==> src/rtl/collision_game_ctrl.sv <==
// Purpose: per-pixel obstacle/player overlap detection, once-per-frame game FSM, lives, freeze and obstacle-layer pixel.
// Latency: obstacle_out is registered (1 clk); game_state/lives/freeze change on the clk edge after frame_end or start.
// Backpressure: none; a pure pixel-stream consumer. Backpressure to the motion logic is the freeze level.
//
// Ports:
//   clk, reset_n              clock, async active-low reset
//   pix_row, pix_col          current pixel coordinates (may be held for several clk)
//   video_on                  visible-region flag
//   moving_cars_in            obstacle pixel (0 = none)
//   level_in                  current obstacle level
//   player_car_in             player sprite pixel (0 = transparent)
//   start                     single-cycle start pulse
//   game_state                00 IDLE, 01 RUN, 10 CRASH, 11 GAME_OVER
//   lives                     remaining lives
//   freeze                    hold obstacle/lane motion
//   max_level                 highest level seen this game
//   obstacle_out              processed obstacle-layer pixel
module collision_game_ctrl #(
   parameter int          H_LAST       = 639,
   parameter int          V_LAST       = 479,
   parameter int          START_LIVES  = 3,
   parameter int          CRASH_FRAMES = 60,
   parameter logic [11:0] HIT_COLOR    = 12'hF00
) (
   input  logic        clk,
   input  logic        reset_n,
   input  logic [9:0]  pix_row,
   input  logic [9:0]  pix_col,
   input  logic        video_on,
   input  logic [11:0] moving_cars_in,
   input  logic [1:0]  level_in,
   input  logic [11:0] player_car_in,
   input  logic        start,
   output logic [1:0]  game_state,
   output logic [1:0]  lives,
   output logic        freeze,
   output logic [1:0]  max_level,
   output logic [11:0] obstacle_out
);

   localparam logic [9:0] ROW_LAST   = 10'(V_LAST);
   localparam logic [9:0] COL_LAST   = 10'(H_LAST);
   localparam logic [1:0] LIVES_INIT = 2'(START_LIVES);
   localparam logic [7:0] CRASH_LOAD = 8'(CRASH_FRAMES - 1);

   typedef enum logic [1:0] {
      S_IDLE  = 2'b00,
      S_RUN   = 2'b01,
      S_CRASH = 2'b10,
      S_OVER  = 2'b11
   } state_t;

   state_t      state;
   logic [7:0]  crash_cnt;
   logic        hit_frame;
   logic [9:0]  prev_row;
   logic [9:0]  prev_col;

   logic overlap;
   logic at_last;
   logic prev_at_last;
   logic frame_end;
   logic hit_now;

   assign overlap      = video_on && (moving_cars_in != 12'h000) && (player_car_in != 12'h000);
   assign at_last      = (pix_row == ROW_LAST) && (pix_col == COL_LAST);
   assign prev_at_last = (prev_row == ROW_LAST) && (prev_col == COL_LAST);
   // Edge-detect on the last pixel so held coordinates give a single pulse.
   assign frame_end    = at_last && !prev_at_last;
   // An overlap on the frame's final pixel still belongs to this frame.
   assign hit_now      = hit_frame || overlap;

   assign game_state = state;

   always_ff @(posedge clk or negedge reset_n) begin
      if (!reset_n) begin
         state        <= S_IDLE;
         lives        <= LIVES_INIT;
         freeze       <= 1'b1;
         max_level    <= 2'd0;
         obstacle_out <= 12'h000;
         crash_cnt    <= 8'd0;
         hit_frame    <= 1'b0;
         prev_row     <= 10'd0;
         prev_col     <= 10'd0;
      end else begin
         prev_row <= pix_row;
         prev_col <= pix_col;

         // Starting a game discards whatever was accumulated while idle.
         if (frame_end || (state == S_IDLE && start))
            hit_frame <= 1'b0;
         else if (overlap)
            hit_frame <= 1'b1;

         case (state)
            S_IDLE: begin
               lives     <= LIVES_INIT;
               max_level <= 2'd0;
               freeze    <= 1'b1;
               if (start) begin
                  state  <= S_RUN;
                  freeze <= 1'b0;
               end
            end
            S_RUN: begin
               if (level_in > max_level)
                  max_level <= level_in;
               if (frame_end && hit_now) begin
                  lives     <= (lives == 2'd0) ? 2'd0 : lives - 2'd1;
                  crash_cnt <= CRASH_LOAD;
                  state     <= S_CRASH;
                  freeze    <= 1'b1;
               end
            end
            S_CRASH: begin
               if (frame_end) begin
                  if (crash_cnt == 8'd0) begin
                     if (lives == 2'd0) begin
                        state <= S_OVER;
                     end else begin
                        state  <= S_RUN;
                        freeze <= 1'b0;
                     end
                  end else begin
                     crash_cnt <= crash_cnt - 8'd1;
                  end
               end
            end
            S_OVER: begin
               if (start) begin
                  state     <= S_IDLE;
                  lives     <= LIVES_INIT;
                  max_level <= 2'd0;
               end
            end
            default: state <= S_IDLE;
         endcase

         case (state)
            // crash_cnt[3] toggles every 8 frames, giving the blink.
            S_CRASH: obstacle_out <= (overlap && crash_cnt[3]) ? HIT_COLOR : moving_cars_in;
            S_OVER:  obstacle_out <= {1'b0, moving_cars_in[11:9],
                                      1'b0, moving_cars_in[7:5],
                                      1'b0, moving_cars_in[3:1]};
            default: obstacle_out <= moving_cars_in;
         endcase
      end
   end

endmodule

==> config.mk <==
export PLATFORM = sky130hd
export DESIGN_NAME = collision_game_ctrl
export DESIGN_NICKNAME = d
export VERILOG_FILES = /design/src/rtl/collision_game_ctrl.sv
export SDC_FILE = /design/constraint.sdc
export NUM_CORES = 1
export LEC_CHECK = 0
export BUFFER_PORTS_ARGS = -buffer_cell sky130_fd_sc_hd__buf_2
export CAP_MARGIN = 40
export CORE_MARGIN = 2
export CORE_UTILIZATION = 57
export CTS_BUF_LIST = sky130_fd_sc_hd__clkbuf_4 sky130_fd_sc_hd__clkbuf_8
export DETAILED_ROUTE_END_ITERATION = 10
export GPL_TIMING_DRIVEN = 0
export PLACE_DENSITY = 0.87
export SYNTH_ARGS = -nofsm -noshare
export SYNTH_HDL_FRONTEND = slang
export SYNTH_SLANG_ARGS = --single-unit
==> constraint.sdc <==
create_clock -name clk -period 3.3 [get_ports clk]
set_clock_uncertainty 0.1 [all_clocks]
set_input_delay 0.33 -clock clk [delete_from_list [all_inputs] [get_ports clk]]
set_output_delay 0.33 -clock clk [all_outputs]
set_load 0.01 [all_outputs]
==> impl_metrics.py <==
metrics = {
    "finish": {
        "fin_nets": 332,
        "antennaDiodeCount": 0,
        "syn_to_final_growth_pct": 23.28,
        "regArea_um2": 1205,
        "multiInputGateArea_um2": 1042,
        "drive_above_1_share": 0.3480,
        "fill_cells": 286,
        "finalInstanceArea_um2": 2849,
    },
    "power": {
        "power_frac_seq": 0.393,
        "leakagePower_nw": 1.328,
        "clkPwrFrac": 0.196,
        "p_per_area_nw_per_um2": 656.6,
        "internal_power_mw": 1.209,
        "swShare": 0.3534,
        "max-vdd-ir-drop_v": 0.0004894,
        "p_switching_mw": 0.6612,
        "comb_power_share": 0.411,
    },
    "synth": {
        "synth_seq_cells": 48,
        "synthTopCellsByArea": "dfrtp_1, ha_1, dfstp_2",
        "yosys-top-cells-count": "dfrtp_1, inv_1, ha_1, nand2_1, nand3_1",
        "yosysWarningCount": 0,
        "synth_edf_count": 0,
        "ys_seq_area_frac": 0.5214,
        "synthesis.nets": 255,
        "synth_top_area_frac": 0.4873,
        "ys.flop_type": "dfrtp_1",
        "netlist_area_um2": 2311,
        "synthArstFlopShare": 1.000,
        "synth_cell_type_count": 56,
        "yosysMostFrequentCell": "dfrtp_1",
        "avgSynthCellArea_um2": 11.85,
        "syn_inst": 195,
        "yosysTopAreaCell": "dfrtp_1",
    },
    "status": {
        "outcome": "completed",
    },
    "global_route": {
        "gr-usage-all-layers": 0.2406,
        "grt_first_pass_wirelength_um": 8217,
        "grt_antenna_before_repair": 0,
        "grt_pass1_vias": 1794,
        "grt-ovfl-total": 0,
        "grt_start_max_net_pins": 27,
    },
    "place": {
        "gp_congestion": 0.9182,
        "io_buffers": 68,
        "placed_area_um2": 2741,
        "hpwlAfterDp_um": 3927,
    },
    "sta": {
        "maxSlewHeadroom": 0.5211,
        "rsz0062_at_grt": "false",
        "timing.final.crit_share": 0.7035,
        "finalSetupTns_ns": 0,
        "worstMarginPinSlew_ns": 0.7118,
        "max_freq_mhz": 430.8,
        "period_needed_ns": 2.321,
        "hold_viol_final": 0,
        "finalMaxSlewViolations": 0,
        "setup_viol": 0,
    },
    "hold_path": {
        "hold_path.class": "in -> reg",
        "worstHoldPathCells": 1,
    },
    "drt": {
        "drt-initial-drc-count": 79,
        "dr.pass1.iters": 4,
        "wl_um": 5056,
        "wl_per_cell_um": 15.65,
        "vias": 1935,
        "ant_nets": 0,
        "vias_per_cell": 5.991,
        "drc": 0,
    },
    "clock_network": {
        "clk_path_buf_depth": 2,
        "clkLatencyLatePin_ns": 0.30,
        "cts_num_sinks": 48,
        "post_cts_buffers": 0,
        "cts_tree": "built",
        "cts_max_level": 2,
        "cts_root_buf": "clkbuf_8",
        "cts_buffers": 5,
        "clk_pin_slew_ns": 0.09,
    },
    "setup_path": {
        "crit_type": "reg -> reg",
        "end_kind": "register",
        "r2r_cells": 7,
        "cp_max_fo": 10,
        "crit_arrival_ns": 2.44,
        "startpoint_type": "register",
        "crit_required_ns": 3.42,
    },
    "die": {
        "die_w_um": 67.68,
        "io_pins": 69,
        "die_h_um": 67.68,
        "die-area_um2": 4580,
        "fp-row-count": 23,
        "core-area_um2": 3943,
        "initial_core_util": 0.5862,
    },
    "run": {
        "cap_viol_max_count": 0,
    },
}
[through the flow]
step                      hold slack [ns]  cells  utilization  worst slack [ns]  power, mW
after floorplan                  -0.06559    195            -             1.115      1.281
after global placement             0.3518    313       0.6884             1.015      1.487
after detailed placement           0.2648    314       0.6953            0.9777      1.514
after CTS                         0.03412    323       0.7226            0.9749      1.883
after global routing              0.03452    323       0.7226            0.7624      1.997
final                             0.04096    323       0.7226            0.9786      1.871
[power by group through the flow]
stage	logic [mW]	registers, mW	clock network (mW)
4_1_cts	0.770	0.737	0.376
5_1_grt	0.849	0.749	0.400
2_1_floorplan	0.487	0.793	0
6_report	0.768	0.735	0.367
3_5_place_dp	0.765	0.749	0
3_3_place_gp	0.743	0.744	0
[worst paths after layout]
kind	start	endpoint	slack [ns]
worst max register to register	game_state[0]$_DFFE_PN0P_	crash_cnt[3]$_DFFE_PN0P_	0.98
worst max-delay path	game_state[0]$_DFFE_PN0P_	crash_cnt[3]$_DFFE_PN0P_	0.98
worst min register to register	lives[1]$_DFFE_PN1P_	lives[1]$_DFFE_PN1P_	0.41
max in group asynchronous	reset_n	freeze$_DFFE_PN1P_	2.04
min in group asynchronous	reset_n	prev_col[5]$_DFF_PN0_	0.46
worst min-delay path	pix_col[8]	prev_col[8]$_DFF_PN0_	0.04
[worst max-delay path, cell delays in order (launching register included)]
cell	delay [ns]
dfrtp_1	0.44
inv_1	0.13
ha_1	0.25
clkbuf_1	0.23
a41oi_2	0.35
inv_1	0.15
a2111oi_0	0.41
a2bb2oi_1	0.19
[layout make-up]
cell class	count	share of cell area
sequential	48	0.4229
multi-input combinational	132	0.3658
timing repair buffer	70	0.1326
clock buffer	7	0.03162
tap	50	0.02196
inverter	11	0.01449
buffer	4	0.007905
clock inverter	1	0.002635
[sequential cells by signal (all words and copies together) (netlist names)]
signal / flops
game_state: 2
prev_col: 10
prev_row: 10
obstacle_out: 12
hit_frame: 1
crash_cnt: 8
freeze: 1
lives: 2
max_level: 2
[per-layer routing]
metal	track usage	part of all wire
met1	0.3004	0.42
met4	0.06633	0.010
met3	0.05167	0.079
met5	0	0
met2	0.4191	0.49
[placed cells by master (no fill, tap or decap), types with 4 or more instances in the layout]
cell type and instances:
or3_1 6, inv_1 11, nor4_1 7, ha_1 10
dfrtp_1 45, nand4_1 7, nand3_1 8, a22o_1 6
buf_2 68, nand4b_1 4, nor2_1 6, nand2_1 10
o31ai_1 4, a21oi_1 7, clkbuf_8 6
[logic make-up (layout without fill, tap and decap cells)]
family | count (synthesis) | count (layout) | synth area share
flip-flops | 48 | 48 | 0.5214
buffers and inverters | 15 | 93 | 0.02761
multiplexers | 3 | 3 | 0.01354
AND/OR/NAND/NOR | 73 | 73 | 0.2030
adder cells (fa/ha/maj) | 10 | 10 | 0.05414
AO/OA/AOI/OAI | 46 | 46 | 0.1803
[repair_timing]
action | in CTS | in global routing
gates resized for setup | 0 | 0
hold endpoints to repair | 25 | 0
hold buffers | 1 | 0
Note: power is estimated with default switching activity, not from simulation.
